--- src/rtl/node_sequencer.sv ---
// Control sequencer for one neural-network node accumulator: clears it, walks the input index,
// captures the activated output and offers it downstream over a valid/ready handshake.
module node_sequencer #(
  parameter int unsigned IMAGE_SIZE = 64,
  parameter int unsigned CNT_W      = 7
) (
  input  logic             clk,
  input  logic             n_rst,
  input  logic             req_valid_i,
  output logic             req_ready_o,
  output logic             start_o,
  output logic             reset_acc_o,
  output logic [CNT_W-1:0] cnt_val_o,
  input  logic [15:0]      node_out_i,
  output logic [15:0]      result_o,
  output logic             result_valid_o,
  input  logic             result_ready_i,
  output logic             busy_o
);

  localparam logic [CNT_W-1:0] CntLast = CNT_W'(IMAGE_SIZE - 1);

  typedef enum logic [2:0] {StIdle, StClear, StAccum, StCapture, StOut} state_e;

  state_e           state_q;
  logic             req_ready_q;
  logic             start_q;
  logic             reset_acc_q;
  logic [CNT_W-1:0] cnt_val_q;
  logic [15:0]      result_q;
  logic             result_valid_q;
  logic             busy_q;

  // Every output is written together with the state it belongs to, so all of them are registered.
  always_ff @(posedge clk or negedge n_rst) begin
    if (!n_rst) begin
      state_q        <= StIdle;
      req_ready_q    <= 1'b1;
      start_q        <= 1'b1;
      reset_acc_q    <= 1'b0;
      cnt_val_q      <= '0;
      result_q       <= 16'h0000;
      result_valid_q <= 1'b0;
      busy_q         <= 1'b0;
    end else begin
      unique case (state_q)
        StIdle: begin
          if (req_valid_i) begin
            state_q     <= StClear;
            req_ready_q <= 1'b0;
            reset_acc_q <= 1'b1;
            busy_q      <= 1'b1;
          end
        end
        StClear: begin
          state_q     <= StAccum;
          reset_acc_q <= 1'b0;
          start_q     <= 1'b0;
          cnt_val_q   <= '0;
        end
        StAccum: begin
          if (cnt_val_q == CntLast) begin
            state_q   <= StCapture;
            start_q   <= 1'b1;
            cnt_val_q <= '0;
          end else begin
            cnt_val_q <= cnt_val_q + CNT_W'(1);
          end
        end
        StCapture: begin
          // The node's last accumulation landed at the edge that entered this state.
          state_q        <= StOut;
          result_q       <= node_out_i;
          result_valid_q <= 1'b1;
        end
        StOut: begin
          if (result_ready_i) begin
            state_q        <= StIdle;
            result_valid_q <= 1'b0;
            req_ready_q    <= 1'b1;
            busy_q         <= 1'b0;
          end
        end
        default: begin
          state_q        <= StIdle;
          req_ready_q    <= 1'b1;
          start_q        <= 1'b1;
          reset_acc_q    <= 1'b0;
          cnt_val_q      <= '0;
          result_valid_q <= 1'b0;
          busy_q         <= 1'b0;
        end
      endcase
    end
  end

  assign req_ready_o    = req_ready_q;
  assign start_o        = start_q;
  assign reset_acc_o    = reset_acc_q;
  assign cnt_val_o      = cnt_val_q;
  assign result_o       = result_q;
  assign result_valid_o = result_valid_q;
  assign busy_o         = busy_q;

endmodule
--- config.mk ---
export PLATFORM = sky130hd
export DESIGN_NAME = node_sequencer
export DESIGN_NICKNAME = d
export VERILOG_FILES = /design/src/rtl/node_sequencer.sv
export SDC_FILE = /design/constraint.sdc
export NUM_CORES = 1
export LEC_CHECK = 0
export CORE_ASPECT_RATIO = 0.8
export CORE_UTILIZATION = 44
export DETAILED_ROUTE_END_ITERATION = 8
export MAX_ROUTING_LAYER = met4
export PLACE_DENSITY = 0.78
export SETUP_SLACK_MARGIN = 0.02
export SLEW_MARGIN = 20
export SYNTH_ARGS = -nofsm -noshare
export SYNTH_HDL_FRONTEND = slang
export SYNTH_SLANG_ARGS = --single-unit
--- constraint.sdc ---
create_clock -name clk -period 1.8 [get_ports clk]
set_input_delay 0.18 -clock clk [delete_from_list [all_inputs] [get_ports clk]]
set_output_delay 0.18 -clock clk [all_outputs]
set_load 0.05 [all_outputs]
==> key figures, run 1 <==
Timing
  • Min cycle time layout: 1710 ps
  • Worst setup skew after layout: 3.75 ps
  • Relative slew slack: 66.0%
  • Max Clock Freq: 585 MHz
  • Final count of negative-setup-slack endpoints: 0
  • Hold violation total from the final report: 0
  • Setup TNS Final: 0 ps
  • Total count of max-transition violations in the final report: 0
  • Transition time at the pin with the least slew margin: 509 ps
  • Setup repair after global routing missed its margin: no
  • Post-route clock period utilization: 94.9%

Layout
  • Ant diodes: 0
  • FILL cells: 216
  • Utilization after layout: 70.0%
  • Number of nets at the end of the flow: 189
  • Area taken by flip-flops and latches: 781 um2
  • Share of layout cells above drive strength 1: 18.3%
  • Final std cells w/o fill: 207
  • Final design instance area without fill: 2010 um2
  • Area of the multi-input gates: 559 um2
  • Layout area overhead: 45.3%

Status
  • Run status: finished, final reports clean

Detailed routing
  • Number of vias per cell after detailed routing: 5.44
  • DRT Wirelength: 3.21 mm
  • Detailed-route via count: 1126
  • Total DRC errors in the routed layout: 0
  • Routed length per placed instance: 15.5 um
  • First drt pass iteration count: 4
  • Iteration-0 DRC count of the detailed router: 60
  • Number of nets still failing antenna checks after routing: 0

Critical path
  • Cell type group with the largest total delay on the critical path: buffers and inverters
  • Data arrival at the endpoint of the critical path: 1530 ps
  • Worst Reg2Reg Path Length in Cells: 4
  • Critical path type: flip-flop to output port
  • Count of buffering cells on the critical path with inverters included: 1
  • Cell with the largest stage delay on the worst path: clkdlybuf4s50_1
  • Start of the worst register-to-register path: cnt_val_o[0]
  • Reg-to-reg slack, setup: 120 ps
  • Capturing element type of the critical path: output port
  • Required arrival time at the worst endpoint: 1620 ps
  • CP startpoint kind: flip-flop
  • Maximum single-stage delay on the critical path: 840 ps
  • Largest fanout on the critical path: 4
  • End of the worst register-to-register path: cnt_val_o[0]
  • Cells traversed along the worst timing path: clkdlybuf4s50_1

Placed design
  • Port Buffer Count: 47
  • DP Cell Count: 199
  • Post-place instance area: 1900 um2
  • Weighted congestion reported at the end of routability-driven placement: 0.942
  • HPWL after detailed placement: 2.18 mm

Floorplanning
  • Number of rows in the core area: 17
  • Count of pins on the block boundary: 48
  • Die boundary width: 64.7 um
  • Area enclosed by the die boundary: 3370 um2
  • Core footprint: 2870 um2
  • Initial core utilization: 48.2%
  • Die extent in y: 52.2 um

Power
  • Sum of internal, switching and leakage power: 4.08 mW
  • Power per unit of standard cell area: 2030 nW/um2
  • Worst vdd rail ir drop: 0.00114 V
  • LEAKAGE: 0.852 nW

Synth
  • Share of the yosys chip area belonging to registers: 56.2%
  • Dominant register cell in the synthesized netlist: dfrtp_1
  • Biggest area contributors in the synthesized netlist: dfrtp_1 52%, mux2_2 7.3%, mux2_1 5.7%
  • Mapped Avg Cell Area: 12.1 um2
  • Most repeated cell in the gate-level netlist after synthesis: dfrtp_1
  • Fraction of synthesized cell area taken by the top area cell type: 52.4%
  • Cell type with the highest aggregate area in the netlist: dfrtp_1
  • Most numerous cell types in the synthesized netlist: 29 x dfrtp_1, 9 x mux2_2, 8 x nand2_1, 7 x mux2_1, 5 x o21ai_0
  • Synthesis Warnings: 0
  • Post-synth cell types: 37
  • Synthesized instance count: 114
  • Total of flip-flops plus latches after synthesis: 31
  • Cell area after synthesis: 1380 um2
  • Post-synth EDFFs: 0
  • Synthesized net count: 135
  • Synth async-reset ratio: 100%

Clock network
  • Level count of the clock H-tree: 2
  • Number of hold buffers added after CTS: 0
  • Clk root buf: clkbuf_8
  • Clock latency of the later-clocked register in the worst-skew pair: 270 ps
  • Clock slew at reported path FFs: 60 ps
  • Clock sink count: 31
  • Longest Clk Path Bufs: 2
  • CTS tree: yes
  • Cts bufs inserted: 5

GRT
  • Antenna violations before repair: 0
  • Wire length of the first global-routing pass: 5.37 mm
  • Total congestion overflow: 0
  • Global router's overall resource usage: 22.6%
  • Pin count of the biggest net entering global routing: 32
  • Number of global-route vias before repair: 1119

Hold path
  • Path class of the lowest-slack min-delay path: input pin to asynchronous set/reset pin

Flow run
  • Max cap viols: 0
[timing repair]
| action | CTS | global route |
|---|---|---|
| endpoints found under the hold margin | 0 | 0 |
| setup endpoints to repair | 0 | 3 |
| buffers inserted | 0 | 0 |
| resized for setup | 0 | 3 |
[area by class of cell]
type                       instances  share of cell area, %
clock buffer                       8                   4.98
sequential                        31                   38.8
tap                               38                   2.36
multi-input combinational         73                   27.8
timing repair buffer              53                   25.3
inverter                           4                  0.747
[worst max path at each step]
stage	depth (start not counted)	end	slack (ps)	startpoint
floorplan	4	cnt_val_o[3]	160	cnt_val_o[0]
finish	1	cnt_val_o[5]	90	cnt_val_o[5]
detailed placement	4	cnt_val_o[0]	170	cnt_val_o[0]
global placement	4	cnt_val_o[5]	300	cnt_val_o[0]
global route	4	cnt_val_o[0]	10	cnt_val_o[0]
CTS	4	cnt_val_o[0]	30	cnt_val_o[0]
[power breakdown]
group | switching, mW | total, mW | internal [mW]
logic | 1.45 | 2.30 | 0.845
registers | 0.196 | 1.20 | 1.00
clock network | 0.238 | 0.586 | 0.348
[cells in the final DEF, fill, tap and decap left out, types with 2 or more instances in the layout]
| master | count |
|---|---|
| dfrtp_2 | 2 |
| nand3_1 | 2 |
| clkdlybuf4s50_1 | 42 |
| o211ai_1 | 3 |
| mux2_2 | 9 |
| nand2b_1 | 3 |
| inv_1 | 4 |
| buf_4 | 10 |
| dfstp_2 | 2 |
| nand2_1 | 8 |
| nor2_1 | 3 |
| o21ai_0 | 5 |
| clkbuf_8 | 7 |
| mux2i_1 | 2 |
| o31ai_1 | 3 |
| a21oi_1 | 4 |
| dfrtp_1 | 27 |
| a22oi_1 | 3 |
| mux2_1 | 7 |
| o41ai_1 | 2 |
| or4_1 | 2 |
[through the flow]
step / worst slack [ps] / hold slack [ps]
after floorplan: 163 / -116
after global placement: 300 / 468
after detailed placement: 168 / 476
after CTS: 35.0 / 306
after global routing: 11.7 / 315
final: 91.5 / 291
[registers in the layout, summed over array words and instances (netlist names)]
register,cells
result_o,16
cnt_val_o,7
state_q,3
busy_o,1
req_ready_o,1
reset_acc_o,1
result_valid_o,1
start_o,1
[metal layers]
metal  share of wire (%)  global-route usage [%]  vias to the layer above
met4                 1.3                    9.26                        0
met2                  50                    34.5                       36
li1                    -                       -                      533
met1                  44                    27.5                      553
met3                 4.5                    7.89                        4
met5                   0                       -                        -
[kinds of logic after synthesis]
logic type	Yosys count	synth area share, %
mux	18	14.5
xor+xnor	1	0.633
flops	31	56.2
buf+inv	10	3.89
simple gates	23	8.59
fa+ha+maj	1	0.904
compound gates	30	15.3
No activity file was read; power rests on OpenSTA's default activity.
==> run 2, diff against run 1 <==
--- a/config.mk
+++ b/config.mk
@@ -5,11 +5,13 @@
 export SDC_FILE = /design/constraint.sdc
 export NUM_CORES = 1
 export LEC_CHECK = 0
+export CELL_PAD_IN_SITES_DETAIL_PLACEMENT = 1
+export CELL_PAD_IN_SITES_GLOBAL_PLACEMENT = 1
 export CORE_ASPECT_RATIO = 0.8
-export CORE_UTILIZATION = 44
+export CORE_UTILIZATION = 34
 export DETAILED_ROUTE_END_ITERATION = 8
 export MAX_ROUTING_LAYER = met4
-export PLACE_DENSITY = 0.78
+export PLACE_DENSITY_LB_ADDON = 0.1
 export SETUP_SLACK_MARGIN = 0.02
 export SLEW_MARGIN = 20
 export SYNTH_ARGS = -nofsm -noshare
==> run 2 against run 1 <==
Net effect:
- first-iteration DRC count shrank 33%
- fmax down 1.9%
- worst hold slack gained 15 ps
- clock power decreased by 12%
- critical endpoint is now cnt_val_o[4]
==> key figures, run 2 (synthesis gave the netlist of run 1 again) <==
Status
  • Run status: finished, final reports clean (unchanged)

Timing
  • Min cycle time layout: 1740 ps (was 1710 ps)
  • Max Clock Freq: 574 MHz (was 585 MHz)
  • Post-route clock period utilization: 96.8% (was 94.9%)
  • Final count of negative-setup-slack endpoints: 0 (unchanged)
  • Relative slew slack: 65.3% (was 66.0%)
  • Setup TNS Final: 0 ps (unchanged)
  • Hold violation total from the final report: 0 (unchanged)
  • Transition time at the pin with the least slew margin: 520 ps (was 509 ps)
  • Worst setup skew after layout: 7.99 ps (was 3.75 ps)
  • Setup repair after global routing missed its margin: yes (was no)
  • Total count of max-transition violations in the final report: 0 (unchanged)

Layout
  • Ant diodes: 0 (unchanged)
  • Number of nets at the end of the flow: 189 (unchanged)
  • Number of flip-flops in the largest register: 16 (unchanged)
  • Share of layout cells above drive strength 1: 16.0% (was 18.3%)
  • Final std cells w/o fill: 224 (was 207)
  • Layout area overhead: 45.5% (was 45.3%)
  • Commonest non-fill, non-tap cell in the layout: clkdlybuf4s50_1 (unchanged)
  • Highest-count cells in the layout ignoring fill and taps: 43 x clkdlybuf4s50_1, 27 x dfrtp_1, 9 x mux2_2 (was 42 x clkdlybuf4s50_1, 27 x dfrtp_1, 10 x buf_4)
  • Utilization after layout: 52.2% (was 70.0%)

GRT
  • Wire length of the first global-routing pass: 5.70 mm (was 5.37 mm)
  • Total congestion overflow: 0 (unchanged)
  • Met2 usage: 27.2% (was 34.5%)
  • Met3 usage: 4.59% (was 7.89%)
  • Grt peak-use layer: met2 (unchanged)
  • Number of global-route vias before repair: 1195 (was 1119)
  • Antenna violations before repair: 0 (unchanged)
  • Pin count of the biggest net entering global routing: 32 (unchanged)
  • Routing usage on met1: 24.4% (was 27.5%)
  • Global router's overall resource usage: 18.2% (was 22.6%)

Power
  • Internal power: 2.12 mW (was 2.20 mW)
  • Worst vdd rail ir drop: 0.00109 V (was 0.00114 V)
  • Switching Fraction: 47.2% (was 46.2%)
  • LEAKAGE: 0.853 nW (was 0.852 nW)
  • Clk network pwr share: 12.9% (was 14.3%)
  • Comb power frac: 57.2% (was 56.3%)
  • Switching component of the power: 1.89 mW (about the same)
  • Power per unit of standard cell area: 1990 nW/um2 (was 2030 nW/um2)
  • Register share of total power: 29.9% (was 29.4%)

Floorplanning
  • Area enclosed by the die boundary: 4330 um2 (was 3370 um2)
  • Count of pins on the block boundary: 48 (unchanged)
  • Die boundary width: 73.3 um (was 64.7 um)
  • Die extent in y: 59.1 um (was 52.2 um)
  • Number of rows in the core area: 20 (was 17)
  • Core footprint: 3850 um2 (was 2870 um2)
  • Initial core utilization: 35.9% (was 48.2%)

Placed design
  • HPWL after detailed placement: 2.42 mm (was 2.18 mm)
  • DP Cell Count: 216 (was 199)
  • Port Buffer Count: 47 (unchanged)
  • Weighted congestion reported at the end of routability-driven placement: 0.793 (was 0.942)

Clock network
  • Clock latency of the later-clocked register in the worst-skew pair: 280 ps (was 270 ps)
  • Level count of the clock H-tree: 2 (unchanged)
  • Clock sink count: 31 (unchanged)
  • Number of hold buffers added after CTS: 0 (unchanged)
  • Clk root buf: clkbuf_8 (unchanged)
  • Buffer count from post-CTS setup fixing: 0 (unchanged)
  • Post_cts resized: 0 (unchanged)
  • Clock slew at reported path FFs: 70 ps (was 60 ps)
  • Cts bufs inserted: 5 (unchanged)
  • CTS tree: yes (unchanged)
  • Longest Clk Path Bufs: 2 (unchanged)

Critical path
  • Data arrival at the endpoint of the critical path: 1560 ps (was 1530 ps)
  • CP startpoint kind: flip-flop (unchanged)
  • Count of buffering cells on the critical path with inverters included: 1 (unchanged)
  • Cell type group with the largest total delay on the critical path: buffers and inverters (unchanged)
  • Required arrival time at the worst endpoint: 1620 ps (about the same)
  • Cell with the largest stage delay on the worst path: clkdlybuf4s50_1 (unchanged)
  • Critical path type: flip-flop to output port (unchanged)
  • Cells traversed along the worst timing path: clkdlybuf4s50_1 (unchanged)
  • Maximum single-stage delay on the critical path: 840 ps (about the same)
  • Largest fanout on the critical path: 6 (was 4)
  • Capturing element type of the critical path: output port (unchanged)

Detailed routing
  • First drt pass iteration count: 4 (unchanged)
  • Detailed-route via count: 1116 (was 1126)
  • Routed length per placed instance: 14.8 um (was 15.5 um)
  • Number of vias per cell after detailed routing: 4.98 (was 5.44)
  • Number of nets still failing antenna checks after routing: 0 (unchanged)
  • DRT Wirelength: 3.31 mm (was 3.21 mm)
  • Total DRC errors in the routed layout: 0 (unchanged)
  • Iteration-0 DRC count of the detailed router: 40 (was 60)

Hold path
  • Path class of the lowest-slack min-delay path: input pin to asynchronous set/reset pin (unchanged)

Flow run
  • Max cap viols: 0 (unchanged)
run 2: metal layers:
layer	part of all wire (%)	up-vias	routed length [um]
met2	45	37	1500
met5	0	-	0
met3	6.1	2	202
li1	-	526	-
met1	48	551	1590
met4	0.45	0	15
run 2: layout make-up:
type / instances / area, um2
Fill cell: 421 / 1840
Sequential cell: 31 / 781
Multi-Input combinational cell: 73 / 552
Timing Repair Buffer: 53 / 515
Clock buffer: 7 / 76.3
Tap cell: 55 / 68.8
Inverter: 4 / 15.0
Clock inverter: 1 / 5.00
run 2: path summary, 6_finish.rpt:
check | start | to | slack [ps] | cells after the start
max | cnt_val_o[4] | cnt_val_o[4] | 60 | 1
min | n_rst | result_o[2] | 310 | 2
max reg2reg | cnt_val_o[0] | cnt_val_o[3] | 110 | 4
min reg2reg | result_o[4] | result_o[4] | 480 | 1
max in group asynchronous | n_rst | req_ready_o | 1170 | 2
min in group clk | result_o[4] | result_o[4] | 480 | 1
run 2: stage by stage:
stage          cell area (um2)  setup slack (ps)  power [mW]  hold WS, ps
2_1_floorplan             1390               163        2.74         -116
3_3_place_gp              1930               181        3.47          470
3_5_place_dp              1930               160        3.52          477
4_1_cts                   2010              39.5        4.05          314
5_1_grt                   2010              8.66        4.25          354
6_report                  2010              58.5        4.00          306
run 2: power by group through the flow:
| stage | logic [mW] | clock network [mW] | registers, mW |
|---|---|---|---|
| 4_1_cts | 2.31 | 0.534 | 1.21 |
| 5_1_grt | 2.44 | 0.564 | 1.24 |
| 2_1_floorplan | 0.661 | 0 | 2.08 |
| 3_3_place_gp | 2.27 | 0 | 1.20 |
| 6_report | 2.29 | 0.515 | 1.20 |
| 3_5_place_dp | 2.30 | 0 | 1.21 |
